`config.mk`:
```
export PLATFORM = sky130hd
export DESIGN_NAME = meter_counter
export DESIGN_NICKNAME = d
export VERILOG_FILES = /design/src/rtl/meter_counter.sv
export SDC_FILE = /design/constraint.sdc
export NUM_CORES = 1
export LEC_CHECK = 0
export ABC_CLOCK_PERIOD_IN_PS = 7450
export CORE_MARGIN = 2
export CORE_UTILIZATION = 30
export DETAILED_ROUTE_END_ITERATION = 10
export PLACE_DENSITY = 0.49
export SLEW_MARGIN = 20
export SYNTH_ARGS = -nofsm -noshare
export SYNTH_HDL_FRONTEND = slang
export SYNTH_SLANG_ARGS = --single-unit
```
`constraint.sdc`:
```
create_clock -name clk -period 7.45 [get_ports clk]
set_input_delay 1.1175 -clock clk [delete_from_list [all_inputs] [get_ports clk]]
set_output_delay 1.1175 -clock clk [all_outputs]
set_load 0.005 [all_outputs]
```
`src/rtl/meter_counter.sv`:
```
// Parking-meter time register: coin adds, presets, 1 Hz countdown with saturation,
// plus a registered meter state and a blank strobe for flashing the display.
module meter_counter #(
  parameter int SEC_MAX    = 3599,
  parameter int LOW_THRESH = 180,
  parameter int ADD_A      = 60,
  parameter int ADD_B      = 120,
  parameter int ADD_C      = 180,
  parameter int ADD_D      = 300,
  parameter int PRESET_A   = 10,
  parameter int PRESET_B   = 205
) (
  input  logic        clk,
  input  logic        rst,
  input  logic        tick_1hz,
  input  logic [3:0]  btn_add,
  input  logic [1:0]  btn_preset,
  output logic [11:0] sec_count,
  output logic [1:0]  state,
  output logic        blank
);

  localparam logic [1:0] ST_EXPIRED = 2'b00;
  localparam logic [1:0] ST_LOW     = 2'b01;
  localparam logic [1:0] ST_NORMAL  = 2'b10;

  logic [5:0]  btn_prev_r;
  logic [3:0]  press_add_s;
  logic [1:0]  press_pre_s;
  logic [13:0] add_sum_s;
  logic        dec_s;
  logic [13:0] sum_s;
  logic [11:0] next_count_s;
  logic [1:0]  next_state_s;
  logic        next_blank_s;

  // Next count, next state and next blank from presses, tick and current count
  always_comb begin
    press_add_s = btn_add & ~btn_prev_r[3:0];
    press_pre_s = btn_preset & ~btn_prev_r[5:4];

    add_sum_s = 14'd0;
    if (press_add_s[0]) add_sum_s = add_sum_s + 14'(ADD_A); else add_sum_s = add_sum_s;
    if (press_add_s[1]) add_sum_s = add_sum_s + 14'(ADD_B); else add_sum_s = add_sum_s;
    if (press_add_s[2]) add_sum_s = add_sum_s + 14'(ADD_C); else add_sum_s = add_sum_s;
    if (press_add_s[3]) add_sum_s = add_sum_s + 14'(ADD_D); else add_sum_s = add_sum_s;

    // dec is only set for a nonzero count, so the subtraction cannot underflow
    dec_s = tick_1hz & (sec_count != 12'd0);
    sum_s = {2'b00, sec_count} + add_sum_s - {13'd0, dec_s};

    if (press_pre_s[0]) begin
      next_count_s = 12'(PRESET_A);
    end else if (press_pre_s[1]) begin
      next_count_s = 12'(PRESET_B);
    end else if (sum_s > 14'(SEC_MAX)) begin
      next_count_s = 12'(SEC_MAX);
    end else begin
      next_count_s = sum_s[11:0];
    end

    if (next_count_s == 12'd0) begin
      next_state_s = ST_EXPIRED;
    end else if (next_count_s < 12'(LOW_THRESH)) begin
      next_state_s = ST_LOW;
    end else begin
      next_state_s = ST_NORMAL;
    end

    // Any new time or state change shows the display immediately
    if (next_state_s == ST_NORMAL) begin
      next_blank_s = 1'b0;
    end else if (next_state_s != state) begin
      next_blank_s = 1'b0;
    end else if ((|press_pre_s) || (|press_add_s)) begin
      next_blank_s = 1'b0;
    end else if (tick_1hz) begin
      next_blank_s = ~blank;
    end else begin
      next_blank_s = blank;
    end
  end

  // Output and button-history registers; buttons held through reset stay armed off
  always_ff @(posedge clk) begin
    if (rst) begin
      btn_prev_r <= 6'b111111;
      sec_count  <= 12'd0;
      state      <= ST_EXPIRED;
      blank      <= 1'b0;
    end else begin
      btn_prev_r <= {btn_preset, btn_add};
      sec_count  <= next_count_s;
      state      <= next_state_s;
      blank      <= next_blank_s;
    end
  end

endmodule

```
==> results.txt <==
----------------------------------------------------
[Run status]
  Result of the run ... finished clean

[Clocking]
  CTS H-tree depth ... 1
  Post_cts resized ... 0
  Worst-path clk slew ... 0.09 ns
  Clock Sinks ... 21
  Post-CTS setup buffer count ... 0
  Number of CTS-inserted buffers ... 3
  Number of buffers added to fix hold violations after cts ... 0
  Maximum buffer depth of the clock tree ... 2
  Clock latency on the worst-skew pair ... between 0.2 and 0.3 ns
  Cell at the root of the clock tree ... clkbuf_8
  Clock tree from TritonCTS ... yes

[Layout]
  Register area ... around 420 sq um
  Count of fill cells added during filler insertion ... 785
  Relative area change from synthesis to final layout ... 15.4%
  Antenna diode count ... 0
  Area occupied by multi-input gates ... 1550 sq um
  Ratio of cells with drive above 1 in the final layout ... a little under 9%
  Net total in the final layout ... roughly 330
  Util after Layout ... between 30% and 40%

[Global route]
  Maximum number of pins on one net before global-route repair ... 13
  Number of global-route vias before repair ... about 1,800
  Global routing usage on met1 ... 22.2%
  Total global routing overflow ... 0
  Initial antenna violation count ... 0
  Met2 Track Usage GR ... 21.0%
  Met3 capacity usage during global routing ... between 1 and 1.5%
  First-pass GRT wire length ... between 8 and 9 mm
  Most Crowded Layer GR ... met1
  All-layer global routing usage ... between 10% and 20%

[STA]
  Highest Clock Rate ... 191 MHz
  Aggregate negative setup slack ... 0 ns
  Setup repair after global routing missed its margin ... no
  Count of final max-slew check failures ... 0
  Final number of hold-violating endpoints ... 0
  Shortest clock period the worst path allows after layout ... 5.25 ns
  Number of endpoints failing setup at the final stage ... 0
  Worst setup skew after layout ... between 0.007 and 0.008 ns
  Final Cycle Share ... a little over two thirds
  Actual slew at the worst max-slew pin ... 0.656 ns
  Remaining max-slew budget at the tightest pin ... a little under three fifths

[Floorplanning]
  Number of core rows ... 31
  Die boundary height ... 89.2 um
  Die span in x ... approximately 89 um
  Effective utilization at floorplan ... 30.5%
  I/O pin cnt ... 24
  Std-Cell Core Area ... 7140 sq um
  Area of the die ... just under 8000 sq um

[Logic synthesis]
  Post-synthesis sequential area ratio ... 19.3%
  Number of enable flip-flop cells after synthesis ... 0
  Commonest cells post-synth ... 39 x inv_1, 27 x ha_1, 22 x nor2_1
  Most frequently used cell type in the post-synthesis netlist ... inv_1
  Cell type with the highest aggregate area in the netlist ... dfxtp_1
  Syn_nets ... around 320
  Most frequently used flop master after synthesis ... dfxtp_1
  Flip-flop and latch count after synthesis ... 21
  Syn Std Cell Area ... approximately 2200 sq um
  Average instance area after synthesis ... ~7.8 sq um
  Ys async rst share ... 0%
  Cell types with the largest area share after synthesis ... dfxtp_1 19%, ha_1 16%, inv_1 6.7%
  Unique masters post-synth ... 66
  Post-synthesis instance total ... around 280
  Yosys warns ... 0
  Area fraction of the dominant cell type after synthesis ... about a fifth

[Critical path]
  CP Class ... in2reg
  Critical Path Slowest Stage Cell ... nor2b_1
  Critical path data arrival time ... about 5.4 ns
  Endpoint required time on the critical path ... between 7 and 8 ns
  Peak per-stage delay on the critical path ... around 0.56 ns
  Element type at the critical path end ... register
  Nature of the critical path startpoint ... primary input
  Critical Path, Cell by Cell ... clkdlybuf4s50_1 > nor2b_1 > xnor2_1 > ha_1 > nor2_1 > xnor2_1 > ha_1 > inv_1 > ha_1 > a21oi_1 > nand2_1 > or4_1 > nand3_1 > o211a_1 > a41oi_1 > a2111oi_2
  Cell mode on critical path ... ha_1
  Setup slack of the most critical reg-to-reg path ... approximately 3.2 ns
  Peak fanout along the critical path ... 10
  Worst reg2reg startpoint ... btn_prev_r[1]
  CP Launch Point ... btn_add[2]

[Detailed routing]
  Number of antenna-violating nets in the routed design ... 0
  WL final ... about 5.4 mm
  Number of DRC markers after the initial detailed-route iteration ... 128
  Post-DR wirelength/cell ... roughly 14 um
  DRT Pass-1 Iters ... 5
  Drt via density ... around 5.0
  DRC violation count after routing ... 0
  Total vias in the final route ... between 1,500 and 2,000

[Placement]
  Final weighted congestion in routability-driven placement ... just under 0.8
  Count of buffers inserted at the top-level ports ... 23
  Detailed-placement wirelength estimate ... 4.42 mm

[Min path]
  Min-delay worst type ... reg2reg
  Worst Min Path Start ... state[1]

[Power and ir drop]
  Power density over the cells ... roughly 420 nW/um^2
  Peak supply drop ... ~130 uV
  Leakage power of the design ... 1.09 nW

[Flow run]
  Number of max-cap violations ... 0

----------------------------------------------------
worst max-delay path: cells and delay by family:
kind            cells  cell delay (ns)
simple gates        5             1.51
compound gates      4             1.08
fa+ha+maj           3             0.81
buf+inv             2             0.54
xor+xnor            2             0.37
path summary, 6_finish.rpt:
path / cells past startpoint / to
min: 2 / blank
max: 16 / blank
min reg2reg: 2 / blank
max reg2reg: 17 / blank
stage by stage:
stage	area [sq um]	hold WS, ns	setup WS (ns)	instances	total power [W]
floorplan	2180	0.523	2.92	279	0.000769
global placement	2470	0.558	1.95	390	0.000973
detailed placement	2470	0.554	1.99	390	0.000963
CTS	2510	0.577	2.24	394	0.00105
global route	2510	0.606	1.85	394	0.00115
finish	2510	0.560	2.20	394	0.00105
registers in the layout, indices dropped and copies added (netlist names):
register and count:
sec_count 12, btn_prev_r 6, state 2, blank 1
power by group:
part / leakage (nW) / internal, W / switching [W]
Sequential: 0.174 / 0.000140 / 0.0000241
Combinational: 0.885 / 0.000344 / 0.000460
Clock: 0.0255 / 0.0000374 / 0.0000417
final cells by class:
cell class / instances / share of cell area [%]
clock buffers: 3 / 1.64
clock inverters: 1 / 0.199
inverters: 39 / 5.83
multi-input cells: 208 / 61.5
flip-flops and latches: 21 / 16.7
well taps: 99 / 4.93
repair buffers: 23 / 9.16
cells by family (layout without fill, tap and decap cells):
kind of cell	after synthesis	after routing	share of synthesized area, %
XOR/XNOR	9	9	3.62
adder cells (fa/ha/maj)	28	28	16.4
multiplexers	1	1	0.517
buffers and inverters	50	66	9.71
AO/OA/AOI/OAI	72	72	23.6
flip-flops	21	21	19.3
AND/OR/NAND/NOR	98	98	26.8
placed cells by master (no fill, tap or decap), types with 4 or more instances in the layout:
| master | n |
|---|---|
| clkdlybuf4s50_1 | 23 |
| o21a_1 | 6 |
| and3_1 | 4 |
| nand3_1 | 12 |
| or2_2 | 8 |
| xnor2_1 | 6 |
| nor2b_1 | 5 |
| a21oi_1 | 18 |
| dfxtp_1 | 21 |
| nor3_1 | 6 |
| ha_1 | 27 |
| a31oi_1 | 4 |
| o211a_1 | 4 |
| inv_1 | 39 |
| o21ai_0 | 8 |
| nand2b_1 | 4 |
| nor2_1 | 22 |
| nand2_1 | 9 |
| o211ai_1 | 6 |
layer usage:
| metal | routed length, um | vias to the layer above |
|---|---|---|
| met5 | 0 | - |
| met4 | 44 | 0 |
| met3 | 134 | 4 |
| met2 | 2420 | 35 |
| met1 | 2790 | 932 |
| li1 | - | 1015 |
Power figures use the tool's default switching activity.
